--- src/rtl/pipe_pkg.sv ---
// Pipeline-wide constants and the IF/ID register payload shared by fetch and decode.
package pipe_pkg;
  localparam int unsigned XLEN        = 32;
  localparam int unsigned IMEM_ADDR_W = 11;
  localparam logic [31:0] NOP_INSTR   = 32'h0000_0013;
  localparam logic [31:0] RESET_PC    = 32'h0000_0000;

  typedef struct packed {
    logic [XLEN-1:0] pc;
    logic [XLEN-1:0] instr;
    logic            valid;
  } if_id_t;

  function automatic if_id_t if_id_bubble(input logic [XLEN-1:0] nop);
    if_id_t b;
    b.pc    = '0;
    b.instr = nop;
    b.valid = 1'b0;
    return b;
  endfunction
endpackage

--- src/rtl/if_fetch_stage_if.sv ---
// Fetch-stage bus: hazard/redirect controls, instruction-memory port and IF/ID outputs.
interface if_fetch_stage_if #(
  parameter int unsigned IMEM_ADDR_W = pipe_pkg::IMEM_ADDR_W
);
  logic                   stall;
  logic                   redirect;
  logic [31:0]            redirect_pc;
  logic [IMEM_ADDR_W-1:0] imem_addr;
  logic [31:0]            imem_rdata;
  logic [31:0]            if_id_pc;
  logic [31:0]            if_id_instr;
  logic                   if_id_valid;
  logic [31:0]            fetch_cnt;

  modport master (
    input  stall, redirect, redirect_pc, imem_rdata,
    output imem_addr, if_id_pc, if_id_instr, if_id_valid, fetch_cnt
  );

  modport slave (
    output stall, redirect, redirect_pc, imem_rdata,
    input  imem_addr, if_id_pc, if_id_instr, if_id_valid, fetch_cnt
  );
endinterface

--- src/rtl/if_fetch_stage_if_id_reg.sv ---
// IF/ID pipeline register: flush loads a bubble, otherwise loads when enabled.
module if_id_reg #(
  parameter logic [31:0] NOP_INSTR = pipe_pkg::NOP_INSTR
) (
  input  logic             clk,
  input  logic             rst_n,
  input  logic             en,
  input  logic             flush,
  input  pipe_pkg::if_id_t d,
  output pipe_pkg::if_id_t q
);
  import pipe_pkg::*;

  always_ff @(posedge clk) begin
    if (!rst_n) begin
      q <= if_id_bubble(NOP_INSTR);
    end else if (flush) begin
      q <= if_id_bubble(NOP_INSTR);
    end else if (en) begin
      q <= d;
    end
  end
endmodule

--- src/rtl/if_fetch_stage.sv ---
// Instruction-fetch stage: PC register, imem addressing, IF/ID latch and fetch counter.
module if_fetch_stage #(
  parameter logic [31:0] RESET_PC    = pipe_pkg::RESET_PC,
  parameter int unsigned IMEM_ADDR_W = pipe_pkg::IMEM_ADDR_W,
  parameter logic [31:0] NOP_INSTR   = pipe_pkg::NOP_INSTR
) (
  input logic               clk,
  input logic               rst_n,
  if_fetch_stage_if.master  bus
);
  import pipe_pkg::*;

  logic [31:0] pc;
  logic        advance;
  if_id_t      if_id_d;
  if_id_t      if_id_q;

  // Redirect outranks stall, so only a quiet cycle moves the PC forward.
  assign advance = !bus.redirect && !bus.stall;

  always_ff @(posedge clk) begin
    if (!rst_n) begin
      pc            <= RESET_PC;
      bus.fetch_cnt <= '0;
    end else if (bus.redirect) begin
      pc <= bus.redirect_pc & ~32'h0000_0003;
    end else if (advance) begin
      pc            <= pc + 32'd4;
      bus.fetch_cnt <= bus.fetch_cnt + 32'd1;
    end
  end

  // Address depends on pc alone; high bits alias into the 2 KB memory.
  assign bus.imem_addr = pc[IMEM_ADDR_W-1:0];

  always_comb begin
    if_id_d       = '0;
    if_id_d.pc    = pc;
    if_id_d.instr = bus.imem_rdata;
    if_id_d.valid = 1'b1;
  end

  if_id_reg #(.NOP_INSTR(NOP_INSTR)) u_if_id_reg (
    .clk   (clk),
    .rst_n (rst_n),
    .en    (!bus.stall),
    .flush (bus.redirect),
    .d     (if_id_d),
    .q     (if_id_q)
  );

  assign bus.if_id_pc    = if_id_q.pc;
  assign bus.if_id_instr = if_id_q.instr;
  assign bus.if_id_valid = if_id_q.valid;
endmodule

--- src/flat_wrapper.sv ---
// flat-port wrapper written by rule: the top's interface ports become plain ports
module if_fetch_stage_flat import pipe_pkg::*;
#(
  parameter logic [31:0] RESET_PC    = pipe_pkg::RESET_PC,
  parameter int unsigned IMEM_ADDR_W = pipe_pkg::IMEM_ADDR_W,
  parameter logic [31:0] NOP_INSTR   = pipe_pkg::NOP_INSTR
)
  (clk, rst_n, bus_stall, bus_redirect, bus_redirect_pc, bus_imem_rdata, bus_imem_addr, bus_if_id_pc, bus_if_id_instr, bus_if_id_valid, bus_fetch_cnt);
  if_fetch_stage_if #(.IMEM_ADDR_W(IMEM_ADDR_W)) bus_i ();
  input logic clk;
  input logic rst_n;
  input wire logic [$bits(bus_i.stall)-1:0] bus_stall;
  input wire logic [$bits(bus_i.redirect)-1:0] bus_redirect;
  input wire logic [$bits(bus_i.redirect_pc)-1:0] bus_redirect_pc;
  input wire logic [$bits(bus_i.imem_rdata)-1:0] bus_imem_rdata;
  output wire logic [$bits(bus_i.imem_addr)-1:0] bus_imem_addr;
  output wire logic [$bits(bus_i.if_id_pc)-1:0] bus_if_id_pc;
  output wire logic [$bits(bus_i.if_id_instr)-1:0] bus_if_id_instr;
  output wire logic [$bits(bus_i.if_id_valid)-1:0] bus_if_id_valid;
  output wire logic [$bits(bus_i.fetch_cnt)-1:0] bus_fetch_cnt;
  assign bus_i.stall = bus_stall;
  assign bus_i.redirect = bus_redirect;
  assign bus_i.redirect_pc = bus_redirect_pc;
  assign bus_i.imem_rdata = bus_imem_rdata;
  assign bus_imem_addr = bus_i.imem_addr;
  assign bus_if_id_pc = bus_i.if_id_pc;
  assign bus_if_id_instr = bus_i.if_id_instr;
  assign bus_if_id_valid = bus_i.if_id_valid;
  assign bus_fetch_cnt = bus_i.fetch_cnt;
  if_fetch_stage #(.RESET_PC(RESET_PC), .IMEM_ADDR_W(IMEM_ADDR_W), .NOP_INSTR(NOP_INSTR)) u_core (.clk(clk), .rst_n(rst_n), .bus(bus_i));
endmodule
--- config.mk ---
export PLATFORM = sky130hd
export DESIGN_NAME = if_fetch_stage_flat
export DESIGN_NICKNAME = d
export VERILOG_FILES = /design/src/rtl/pipe_pkg.sv /design/src/rtl/if_fetch_stage_if.sv /design/src/rtl/if_fetch_stage_if_id_reg.sv /design/src/rtl/if_fetch_stage.sv /design/src/flat_wrapper.sv
export SDC_FILE = /design/constraint.sdc
export NUM_CORES = 1
export LEC_CHECK = 0
export CAP_MARGIN = 20
export CORE_ASPECT_RATIO = 0.7
export CORE_MARGIN = 3
export CORE_UTILIZATION = 30
export CTS_BUF_LIST = sky130_fd_sc_hd__clkbuf_16
export CTS_CLUSTER_SIZE = 10
export DETAILED_ROUTE_END_ITERATION = 12
export DONT_BUFFER_PORTS = 1
export PLACE_DENSITY = 0.45
export SETUP_SLACK_MARGIN = 0.2
export SLEW_MARGIN = 10
export SYNTH_ARGS = -nofsm -noshare
export SYNTH_HDL_FRONTEND = slang
export SYNTH_SLANG_ARGS = --single-unit
--- constraint.sdc ---
create_clock -name clk -period 1.85 [get_ports clk]
set_input_delay 0.2775 -clock clk [delete_from_list [all_inputs] [get_ports clk]]
set_output_delay 0.2775 -clock clk [all_outputs]
set_load 0.02 [all_outputs]
==> summary.md <==
| Metric | Value |
|---|---|
| Status | complete, no violations |
| Total wire length | ~17000 um |
| DIE AREA | 20500 um^2 |
| Top cells by area, synth | dfxtp_1 (44%), mux2i_1 (12%), nor2_1 (5.6%) |
| Clock transition at the registers of the reported paths | 60 ps |
| Routed len/inst | 18.68 um |
| Root Driver | clkbuf_16 |
| GRT Total Usage | 0.1605 |
| Synth unique cells | 53 |
| CTS tree | done |
| Post-detail-place hpwl | 11280 um |
| Clk Latency, worst-skew pair | 420 ps |
| CP Launch Type | register |
| Final Cycle Share | 0.8980 |
| Worst VDD drop | 458.4 uV |
| Top cells by count, synth | dfxtp_1 (125), nor2_1 (84), mux2i_1 (68) |
| Die H | around 120 um |
| Vias per cell | between 5 and 6 |
| Clock Path Buffers | 2 |
| Register area share after synthesis | 0.4439 |
| Synth top area share | 0.4439 |
| CP endpoint kind | register |
| Post-layout min period | 1661 ps |
| Filler Cells Inserted | 1810 |
| First-pass GRT wire length | about 25000 um |
| Slew margin rel. | 0.6261 |
| Seq cells post-synth | 125 |
| Worst path max stage delay | 360 ps |
| GR Overflow Total | 0 |
| Slowest CP cell | dfxtp_4 |
| RSZ-0062 raised after global routing | true |
| Post-Syn Area | 5638 um^2 |
| Clk sinks | 125 |
| H-Tree Depth | 4 |
| Final setup viols | 0 |
| NumNets Final | roughly 740 |
| Vias | 4676 |
| Initial DRT Pass Iterations | 4 |
| Max-cap viol count | 0 |
| Core Box Area | 18210 um^2 |
| Area growth syn-to-layout | 27.10% |
| Initial Util | 0.3096 |
| CP arrival | 2000 ps |
| Most frequent cell after synthesis | dfxtp_1 |
| Async set-reset flop share out of synthesis | 0 |
| Hold_ws | around 18 ps |
| Final hold violation count | 0 |
| Initial antenna violation count | 0 |
| Area leader, netlist | dfxtp_1 |
| Worst slew pin tran | 559.0 ps |
| Worst path cell trace | ha_4 > nor3b_4 > buf_12 > nand4_1 > buf_6 > or3_4 > a21oi_1 |
| Leakage | 2.833 nW |
| Fmax | ~600 MHz |
| Largest net degree at the start of global routing | 78 |
| I/O Pins | approximately 180 |
| Worst-path fanout max | 8 |
| Worst Path Required | 2190 ps |
| Gpl congestion | between 0.7 and 0.8 |
| Power per cell area | 924.5 nW/um^2 |
| Post-synth EDFFs | 0 |
| Yosys warns | 0 |
| Fin. max-slew vios | 0 |
| Ys flop type | dfxtp_1 |
| Syn avg cell area | 9.288 um^2 |
| Num CTS Buffers | 17 |
| PortBufs | 0 |
| Cells after Synth | between 600 and 700 |
| Final Skew | 12.07 ps |
| Setup TNS | 0 ps |
| # diodes | 0 |
| Iteration-0 DRC count of the detailed router | roughly 180 |
| Hold WC Path Type | in2reg |
| Remaining antenna violation count | 0 |
| Total power after layout | 6.625 mW |
| Chip Width | 169.9 um |
| Fraction of layout cells with a size suffix above 1 | 0.2297 |
| CP Class | reg2reg |
| Row count | about 40 |
| DRC viols | 0 |
| Vias in the first global route | 4555 |
==> through the flow <==
step / util / setup slack [ps] / area, um^2 / cells
after floorplan: - / 173.9 / 5685 / 610
after global placement: 0.3358 / 40.76 / 6116 / 847
after detailed placement: 0.3358 / -16.94 / 6116 / 847
after CTS: 0.3839 / 205.8 / 6990 / 905
after global routing: 0.3935 / 101.8 / 7166 / 915
final: 0.3935 / 188.7 / 7166 / 915
==> critical path: cells and delay by family (launching register included) <==
kind | cells | cell delay, ps
simple gates | 3 | 640
flops | 1 | 360
buf+inv | 2 | 320
compound gates | 1 | 150
fa+ha+maj | 1 | 120
==> flip-flops by register name, summed over array words and instances (netlist names) <==
signal,count
u_core.pc,30
u_core.bus.fetch_cnt,32
u_core.u_if_id_reg.q,63
==> per-layer routing <==
| metal | up-vias | track usage | share of wire |
|---|---|---|---|
| met5 | - | 0 | 0 |
| met1 | 2242 | 0.2075 | 0.45 |
| met3 | 11 | 0.06438 | 0.087 |
| met2 | 137 | 0.2477 | 0.45 |
| li1 | 2286 | - | - |
| met4 | 0 | 0.04545 | 0.011 |
==> cells by family after synthesis <==
kind of cell               count (synthesis)  synth area share
DFF                                      125            0.4439
other                                      1         0.0006651
and+or+nand+nor                          227            0.2306
buffers and inverters                     61           0.05459
muxes                                     69            0.1227
xor gates and xnor gates                  24           0.03729
AOI/OAI and AO/OA                         98            0.1059
adders and majority gates                  2          0.004438
==> where the power goes <==
part | switching, mW | leakage [nW] | internal [mW]
combinational | 0.206 | 1.52 | 0.190
sequential | 0.134 | 1.03 | 2.78
clock | 1.23 | 0.282 | 2.09
==> what timing repair did <==
item / 4_1_cts / 5_1_grt
pin swaps: 3 / 12
setup buffers: 8 / 9
endpoints found under the setup margin: 23 / 27
hold endpoints to repair: 19 / 0
resized for setup: 16 / 31
gates cloned: 1 / 1
hold buffers: 17 / 0
==> final timing paths <==
check	from	end	slack (ps)	cells past startpoint
hold / removal	bus_imem_rdata[15]	u_core.u_if_id_reg.q[16]	20	2
setup / recovery	u_core.bus.fetch_cnt[1]	u_core.bus.fetch_cnt[18]	190	7
setup reg to reg	u_core.bus.fetch_cnt[1]	u_core.bus.fetch_cnt[18]	190	7
hold reg to reg	u_core.pc[22]	u_core.pc[22]	530	2
==> cells in the final DEF (no fill, tap or decap), types with 14 or more instances in the layout <==
cell	instances
dfxtp_2	14
nand3_1	23
nand2_1	24
dfxtp_1	107
mux2i_1	68
o21ai_0	35
clkbuf_16	17
a21oi_1	24
buf_4	65
xor2_1	15
nor2_1	84
dlygate4sd3_1	17
==> cell type report <==
cell class | count | area, um^2 | share of cell area
Clock buffer | 17 | 425.4 | 0.05937
Clock inverter | 15 | 156.4 | 0.02183
Inverter | 10 | 37.54 | 0.005238
Multi-Input combinational cell | 426 | 2995 | 0.4180
Sequential cell | 125 | 2535 | 0.3538
Tap cell | 236 | 295.3 | 0.04121
Timing Repair Buffer | 86 | 720.7 | 0.1006
Note: power is estimated with default switching activity, not from simulation.
